## src/rtl/fifo_wr_arbiter_pkg.sv

```systemverilog
// Shared types and helpers for the FIFO write-port arbiter.
package fifo_arb_pkg;

  typedef enum logic {
    ARB_IDLE = 1'b0,
    ARB_BUSY = 1'b1
  } arb_state_e;

  function automatic int idx_width(input int n);
    return (n < 2) ? 1 : $clog2(n);
  endfunction

endpackage

```

## src/rtl/fifo_wr_arbiter_rr_picker.sv

```systemverilog
// Rotating-priority picker: first asserted request at or after rr_ptr, wrapping.
module rr_picker
  import fifo_arb_pkg::*;
#(
  parameter int NumReq = 4,
  parameter int IdxW   = idx_width(NumReq)
) (
  input  logic [NumReq-1:0] req,
  input  logic [IdxW-1:0]   rr_ptr,
  output logic              any,
  output logic [IdxW-1:0]   idx
);

  logic [IdxW-1:0] cand [NumReq];

  // Scan from the far end so the candidate nearest rr_ptr is written last and wins.
  always_comb begin
    any = 1'b0;
    idx = '0;
    for (int k = 0; k < NumReq; k++) begin
      cand[k] = IdxW'((int'(rr_ptr) + k) % NumReq);
    end
    for (int k = NumReq - 1; k >= 0; k--) begin
      if (req[cand[k]]) begin
        any = 1'b1;
        idx = cand[k];
      end
    end
  end

endmodule

```

## src/rtl/fifo_wr_arbiter.sv

```systemverilog
// Round-robin, packet-locked arbiter sharing one async-FIFO write port among
// NumReq requesters; writes are gated by wfull and grants capped at MaxBeats.
module fifo_wr_arbiter
  import fifo_arb_pkg::*;
#(
  parameter int NumReq    = 4,
  parameter int DataWidth = 8,
  parameter int MaxBeats  = 16
) (
  input  logic                        wclk,
  input  logic                        wrst_n,
  input  logic [NumReq-1:0]           req_valid,
  input  logic [NumReq*DataWidth-1:0] req_data,
  input  logic [NumReq-1:0]           req_last,
  output logic [NumReq-1:0]           req_ready,
  input  logic                        wfull,
  output logic                        winc,
  output logic [DataWidth-1:0]        wdata,
  output logic [$clog2(NumReq)-1:0]   grant_id,
  output logic                        busy,
  output logic                        pkt_done,
  output logic                        overrun,
  input  logic                        overrun_clr
);

  localparam int IdxW = idx_width(NumReq);
  localparam int CntW = $clog2(MaxBeats + 1);
  localparam logic [CntW-1:0] LastCnt = CntW'(MaxBeats - 1);

  arb_state_e      state, state_nxt;
  logic [IdxW-1:0] rr_ptr;
  logic [CntW-1:0] beat_cnt;
  logic            pick_any;
  logic [IdxW-1:0] pick_idx;
  logic            beat;
  logic            cap_hit;
  logic            rel;
  logic            force_rel;

  rr_picker #(
    .NumReq (NumReq),
    .IdxW   (IdxW)
  ) u_picker (
    .req    (req_valid),
    .rr_ptr (rr_ptr),
    .any    (pick_any),
    .idx    (pick_idx)
  );

  always_ff @(posedge wclk or negedge wrst_n) begin
    if (!wrst_n) state <= ARB_IDLE;
    else         state <= state_nxt;
  end

  always_comb begin
    state_nxt = state;
    case (state)
      ARB_IDLE: if (pick_any) state_nxt = ARB_BUSY;
      ARB_BUSY: if (rel)      state_nxt = ARB_IDLE;
      default:                state_nxt = ARB_IDLE;
    endcase
  end

  // Ready follows wfull combinationally so a full FIFO blocks the write in the same cycle.
  always_comb begin
    req_ready = '0;
    if (state == ARB_BUSY) req_ready[grant_id] = ~wfull;
  end

  assign busy      = (state == ARB_BUSY);
  assign beat      = req_valid[grant_id] & req_ready[grant_id];
  assign winc      = beat;
  assign wdata     = req_data[int'(grant_id) * DataWidth +: DataWidth];
  assign cap_hit   = beat & (beat_cnt == LastCnt);
  assign rel       = beat & (req_last[grant_id] | cap_hit);
  assign force_rel = cap_hit & ~req_last[grant_id];

  always_ff @(posedge wclk or negedge wrst_n) begin
    if (!wrst_n) begin
      rr_ptr   <= '0;
      grant_id <= '0;
      beat_cnt <= '0;
      pkt_done <= 1'b0;
      overrun  <= 1'b0;
    end else begin
      pkt_done <= rel;
      // A new overrun outranks a simultaneous clear.
      if (force_rel)        overrun <= 1'b1;
      else if (overrun_clr) overrun <= 1'b0;
      if (state == ARB_IDLE && pick_any) begin
        grant_id <= pick_idx;
        beat_cnt <= '0;
      end else if (beat) begin
        beat_cnt <= beat_cnt + 1'b1;
      end
      if (rel) rr_ptr <= (grant_id == IdxW'(NumReq - 1)) ? '0 : grant_id + 1'b1;
    end
  end

endmodule

```

## config.mk

```make
export PLATFORM = sky130hd
export DESIGN_NAME = fifo_wr_arbiter
export DESIGN_NICKNAME = d
export VERILOG_FILES = /design/src/rtl/fifo_wr_arbiter_pkg.sv /design/src/rtl/fifo_wr_arbiter_rr_picker.sv /design/src/rtl/fifo_wr_arbiter.sv
export SDC_FILE = /design/constraint.sdc
export NUM_CORES = 1
export LEC_CHECK = 0
export BUFFER_PORTS_ARGS = -buffer_cell sky130_fd_sc_hd__buf_2
export CAP_MARGIN = 20
export CORE_UTILIZATION = 38
export DETAILED_ROUTE_END_ITERATION = 10
export PLACE_DENSITY = 0.76
export SLEW_MARGIN = 40
export SYNTH_ARGS = -nofsm -noshare
export SYNTH_HDL_FRONTEND = slang
export SYNTH_SLANG_ARGS = --single-unit
```

## constraint.sdc

```tcl
create_clock -name wclk -period 2.3 [get_ports wclk]
set_clock_uncertainty 0.15 [all_clocks]
set_input_delay 0.23 -clock wclk [delete_from_list [all_inputs] [get_ports wclk]]
set_output_delay 0.23 -clock wclk [all_outputs]
set_load 0.02 [all_outputs]
```

==> reports/metrics.yaml, run 1 <==
outcome:
  status: "finished clean"
worst_setup_path:
  max_stage_delay_ps: 420
  r2r_cells: 7
  start_kind: "register"
  r2r-end: "rr_ptr[1]$_DFFE_PN0P_"
  cp.required_ps: 1920
  worst-path-stages: 6
  r2r_slack_ps: 200
  criticalPathCategory: "reg -> out"
  critPathArrivalTime_ps: 1790
  cpLargestDelayFamily: "compound AO/OA/AOI/OAI gates"
  worst_path_max_delay_cell: "dfrtp_2"
  crit_fanout: 7
  cp-end-kind: "primary output"
  path_cells: "inv_1 > ha_1 > and3b_2 > a221oi_4 > a21oi_4 > buf_2"
  path_buf_inv: 2
  reg2reg_from: "grant_id[0]$_DFFE_PN0P_"
timing:
  tightest_slew_ps: 339
  fmax_mhz: 460
  fin_crit_sh_pct: 94.4
  finalSetupViolations: 0
  slew_headroom_pct: 77.3
  hold_violations: 0
  slew_violations: 0
  grt_setup_unrepaired: "no"
  period_minus_slack_ps: 2170
  finalSetupTns_ps: 0
route:
  ant_nets: 0
  route.detailed.drc: 0
  drtIter0Drc: 21
  routed_wl_um: 2780
  wl_per_cell_um: 14.8
  via_per_inst: 5.31
  drt-pass1-iter-count: 4
  via_count: 999
floorplan:
  fp.dieH_um: 53.2
  rows: 18
  initial_utilization_pct: 40.2
  die-width_um: 53.2
  die_area_um2: 2830
  ios: 62
  core_area_um2: 2480
logic_synthesis:
  synth_top_area_cell: "dfrtp_1"
  ys_top_cells_by_area: "dfrtp_1 (30%), mux4_2 (18%), ha_1 (7.5%), mux2i_1 (6.0%), inv_1 (3.0%)"
  synth.distinct_cells: 31
  synth_flop_cell: "dfrtp_1"
  ys_async_sr_fraction_pct: 100
  synth_edf_count: 0
  seq_area_frac_synth_pct: 30.2
  syn_area_per_cell_um2: 11.2
  synth.top_cell.area_share_pct: 30.2
  synthCells: 89
  synthTopCellsByCount: "dfrtp_1 (12), inv_1 (8), mux4_2 (8), nand2_1 (7)"
  yosysMostFrequentCell: "dfrtp_1"
  yosysWarnings: 0
  syn-cell-area_um2: 995
  synthesis.nets: 139
  synth-seq-cells: 12
finish:
  fin_nets: 209
  multi_input_area_um2: 663
  regArea_um2: 303
  syn2layout_area_growth_pct: 44.3
  antenna_cells: 0
  drive_gt1_share_pct: 57.0
  fill_cells: 209
clock_tree:
  cts_max_level: 1
  cts_root_buffer: "clkbuf_4"
  insertion_delay_ps: 270
  clk_pin_slew_ps: 80
  cts_tree: "yes"
  clock_path_buffers: 2
  numCtsBuffers: 3
  cts_sinks: 12
worst_hold_path:
  hp-start: "req_valid[2]"
  holdPathStages: 3
  min_path_type: "in -> reg"
  min_delay_worst_endpoint: "grant_id[1]$_DFFE_PN0P_"
pwr:
  power_density_nw_per_um2: 1120
  power_uw: 1610
  vdd_drop_max_uv: 682
  leakage_uw: 0.000727
placement:
  portBuffers: 61
  gp_congestion: 0.808
  dp_hpwl_um: 2230
grt:
  grt_overflow: 0
  antenna_found_initial: 0
  grt_pass1_wl_um: 4240
  grt_max_degree: 15
  grt_pass1_vias: 991
  grt.total_usage_pct: 21.1
run:
  maxCapViolations: 0
## placed cells by master (no fill, tap or decap), types with 3 or more instances in the layout
cell / count
nand2_1: 7
dfrtp_1: 10
mux4_2: 8
and2_1: 3
ha_1: 6
inv_1: 8
buf_2: 61
clkbuf_4: 3
buf_4: 8
mux2i_1: 6
nand2b_1: 3
nor2_1: 4
## logic make-up after synthesis
kind of cell / synth area share (%)
compound gates: 11.6
fa+ha+maj: 7.55
buf+inv: 6.04
flops: 30.2
mux: 29.1
simple gates: 15.6
## worst reg2reg max path, stage by stage (launching register included)
cell and delay [ps]:
dfrtp_2 420, inv_1 80, ha_1 190, and3b_2 230, a221oi_4 350, buf_4 190, a211oi_2 60, mux2_1 330
## metrics by stage
step | hold WS, ps | worst slack [ps] | util, % | cell area [um2] | instances
finish | 136 | 128 | 57.9 | 1440 | 188
floorplan | -216 | 0.589 | - | 1040 | 89
detailed placement | -32.8 | 183 | 54.3 | 1350 | 177
global placement | -33.1 | 270 | 54.3 | 1350 | 177
global route | 147 | 39.4 | 57.9 | 1440 | 188
CTS | 130 | 30.4 | 56.7 | 1410 | 185
## where the power goes
part | switching, uW | internal, uW
clock network | 66.7 | 67.1
logic | 583 | 506
registers | 93.0 | 297
total | 742 | 871
## cell type report
type                            instances  share of cell area [%]
Multi-Input combinational cell         64                    46.2
Inverter                                8                    2.09
Clock buffer                            4                    1.83
Tap cell                               30                    2.62
Sequential cell                        12                    21.1
Timing Repair Buffer                   70                    26.2
## per-layer routing
metal	up-vias	GRT usage (%)	routed length (um)
met5	-	0	0
met3	6	4.89	283
met2	57	42.2	1470
met4	0	8.33	51
met1	466	20.0	970
li1	470	-	-
## worst max-delay path by stage
stage                                  from                    end  slack, ps
finish              grant_id[0]$_DFFE_PN0P_                   winc        130
global route        grant_id[0]$_DFFE_PN0P_                   winc         40
global placement    grant_id[0]$_DFFE_PN0P_  rr_ptr[0]$_DFFE_PN0P_        270
detailed placement  grant_id[0]$_DFFE_PN0P_  rr_ptr[1]$_DFFE_PN0P_        180
CTS                 grant_id[0]$_DFFE_PN0P_                   winc         30
floorplan           grant_id[0]$_DFFE_PN0P_  rr_ptr[0]$_DFFE_PN0P_        0.6
## flip-flops by register name (all words and copies together) (netlist names)
| register | count |
|---|---|
| busy | 1 |
| overrun | 1 |
| grant_id | 2 |
| rr_ptr | 2 |
| beat_cnt | 5 |
| pkt_done | 1 |
## timing repair
| item | in CTS | in global routing |
|---|---|---|
| endpoints found under the hold margin | 12 | 0 |
| hold buffers | 1 | 0 |
| pin swaps | 0 | 3 |
| setup endpoints to repair | 1 | 1 |
| resized for setup | 0 | 1 |
| setup buffers | 3 | 3 |
Note: power is estimated with default switching activity, not from simulation.
==> run 2, diff against run 1 <==
--- a/config.mk
+++ b/config.mk
@@ -5,11 +5,12 @@
 export SDC_FILE = /design/constraint.sdc
 export NUM_CORES = 1
 export LEC_CHECK = 0
-export BUFFER_PORTS_ARGS = -buffer_cell sky130_fd_sc_hd__buf_2
 export CAP_MARGIN = 20
-export CORE_UTILIZATION = 38
+export CORE_UTILIZATION = 41
 export DETAILED_ROUTE_END_ITERATION = 10
-export PLACE_DENSITY = 0.76
+export DONT_BUFFER_PORTS = 1
+export MAX_ROUTING_LAYER = met4
+export PLACE_DENSITY = 0.58
 export SLEW_MARGIN = 40
 export SYNTH_ARGS = -nofsm -noshare
 export SYNTH_HDL_FRONTEND = slang
==> run 2 against run 1 <==
Against the previous run:
- combinational power down 13%
- sequential share of layout area up 4.2 points
- clock-buffer cell count unchanged
- critical path depth unchanged
- worst setup slack worse by 62 ps
- non-clock buffer count down 54
- global-route usage down 2.8 points
- largest power group unchanged
==> reports/metrics.yaml, run 2 (synthesized netlist as in run 1, its figures left out) <==
clock_tree:
  cts_root_buffer: "clkbuf_4"
  numCtsBuffers: 3  # unchanged
  cts_max_level: 1  # unchanged
  clk_pin_slew_ps: 80  # about the same
  cts_sinks: 12  # unchanged
  clock_path_buffers: 2  # unchanged
  insertion_delay_ps: 280  # about the same
  cts_tree: "yes"
finish:
  final_common_cell: "buf_4"
  antenna_cells: 0  # unchanged
  largestRegisters: "beat_cnt: 5 flops, grant_id: 2 flops, rr_ptr: 2 flops"
  final_cell_mix: "buf_4 (11), dfrtp_1 (10), inv_1 (8), mux4_2 (8), nand2_1 (7)"
  drive_gt1_share_pct: 32.7  # -24 points
  largest_register_ffs: 5  # unchanged
  syn2layout_area_growth_pct: 20.1
  top_register: "beat_cnt"
  fill_cells: 212  # +1.4%
  fin_cells: 132  # -30%
  finish.utilization_pct: 53.0  # -4.9 points
  fin_nets: 155  # -26%
worst_setup_path:
  cp.required_ps: 1920  # about the same
  criticalPathCategory: "reg -> out"
  cp-end-kind: "primary output"
  start_kind: "register"
  critPathArrivalTime_ps: 1850  # +60 ps
  max_stage_delay_ps: 430  # about the same
  worst_path_max_delay_cell: "dfrtp_2"
  cpLargestDelayFamily: "compound AO/OA/AOI/OAI gates"
  crit_fanout: 7  # unchanged
  path_cells: "inv_1 > ha_1 > and3b_2 > a221oi_4 > a21oi_4 > buf_4"
  path_buf_inv: 2  # unchanged
timing:
  slew_headroom_pct: 64.4  # -13 points
  fin_crit_sh_pct: 97.1  # +2.7 points
  period_minus_slack_ps: 2230  # +62.1 ps
  tightest_slew_ps: 532  # +193 ps
  hold_violations: 0  # unchanged
  finalSetupViolations: 0  # unchanged
  finalSetupTns_ps: 0  # unchanged
  fmax_mhz: 448  # -2.8%
  slew_violations: 0  # unchanged
  layout_setup_ws_ps: 65.9  # -62.1 ps
floorplan:
  initial_utilization_pct: 44.1  # +4.0 points
  rows: 17  # -1
  die_area_um2: 2630  # -7.0%
  fp.dieH_um: 51.3  # -3.6%
  die-width_um: 51.3  # -3.6%
  core_area_um2: 2250  # -9.0%
  ios: 62  # unchanged
placement:
  dp_slack_ps: 240  # +57.3 ps
  dp_hpwl_um: 1830  # -18%
  portBuffers: 0  # -100%
  dp_cells: 121  # -32%
  gp_congestion: 0.763  # -5.6%
grt:
  grt_pass1_wl_um: 3390  # -20%
  antenna_found_initial: 0  # unchanged
  grt_pass1_vias: 779  # -21%
  grt_overflow: 0  # unchanged
  grt.total_usage_pct: 18.3  # -2.8 points
  grt_max_degree: 13  # -2
pwr:
  pwr-share-clk_pct: 11.2  # +2.9 points
  power_switching_uw: 686  # -7.6%
  internal_power_uw: 824  # -5.4%
  combPwrFrac_pct: 62.6  # -4.9 points
  vdd_drop_max_uv: 516  # -24%
  p_sw_share_pct: 45.4  # -0.60 points
  p_seq_share_pct: 26.2  # +2.0 points
  leakage_uw: 0.000517  # -29%
  power_density_nw_per_um2: 1260  # +12%
route:
  via_per_inst: 5.92  # +11%
  routed_wl_um: 2230  # -20%
  drtIter0Drc: 5  # -76%
  drt-pass1-iter-count: 4  # unchanged
  ant_nets: 0  # unchanged
  wl_per_cell_um: 16.9  # +14%
  via_count: 781  # -22%
  route.detailed.drc: 0  # unchanged
worst_hold_path:
  min_path_type: "in -> reg"
outcome:
  status: "finished clean"
run:
  maxCapViolations: 0  # unchanged
## run 2: final timing paths
check                                         from                      end  slack [ps]  cells after the start
max reg2reg                grant_id[1]$_DFFE_PN0P_    rr_ptr[1]$_DFFE_PN0P_         240                      6
max                        grant_id[0]$_DFFE_PN0P_                     winc          70                      6
min reg2reg                beat_cnt[0]$_DFFE_PN0P_  beat_cnt[0]$_DFFE_PN0P_         370                      1
min in group asynchronous                   wrst_n       pkt_done$_DFF_PN0_         210                      1
min                                   req_valid[0]  grant_id[0]$_DFFE_PN0P_           4                      2
max in group asynchronous                   wrst_n  grant_id[0]$_DFFE_PN0P_        1410                      1
## run 2: cell type report
cell class	instances	area [um2]	share of cell area, %
Multi-Input combinational cell	64	663	55.5
Clock buffer	4	36.3	3.04
Timing Repair Buffer	16	128	10.7
Sequential cell	12	303	25.3
Inverter	8	30.0	2.51
Tap cell	28	35.0	2.93
## run 2: worst register-to-register path, stage by stage, from the launching register on
cell,delay [ps]
dfrtp_2,420
buf_4,170
ha_1,170
and3b_1,210
o21ai_4,90
a211oi_2,380
mux2_1,350
## run 2: what timing repair did
item / CTS / global route
setup endpoints to repair: 0 / 1
hold buffers: 4 / 0
endpoints found under the hold margin: 14 / 0
resized for setup: 0 / 1
setup buffers: 0 / 3
## run 2: power by group through the flow
stage	Clock (uW)	Combinational, uW	Sequential [uW]
floorplan	0	757	403
global placement	0	887	405
detailed placement	0	900	406
CTS	173	914	402
global route	183	1030	410
finish	169	946	395
## run 2: routing by layer
| layer | part of all wire (%) | GRT usage (%) |
|---|---|---|
| met5 | 0 | - |
| met4 | 1.7 | 8.11 |
| met3 | 7.8 | 2.98 |
| met2 | 52 | 33.6 |
| met1 | 39 | 19.0 |
## run 2: metrics by stage
step           cell area, um2  total power (uW)  hold WS, ps
6_report                 1190              1510         4.46
5_1_grt                  1190              1630         20.4
4_1_cts                  1170              1490       0.0829
3_5_place_dp             1090              1310         -215
3_3_place_gp             1090              1290         -215
2_1_floorplan            1040              1160         -216
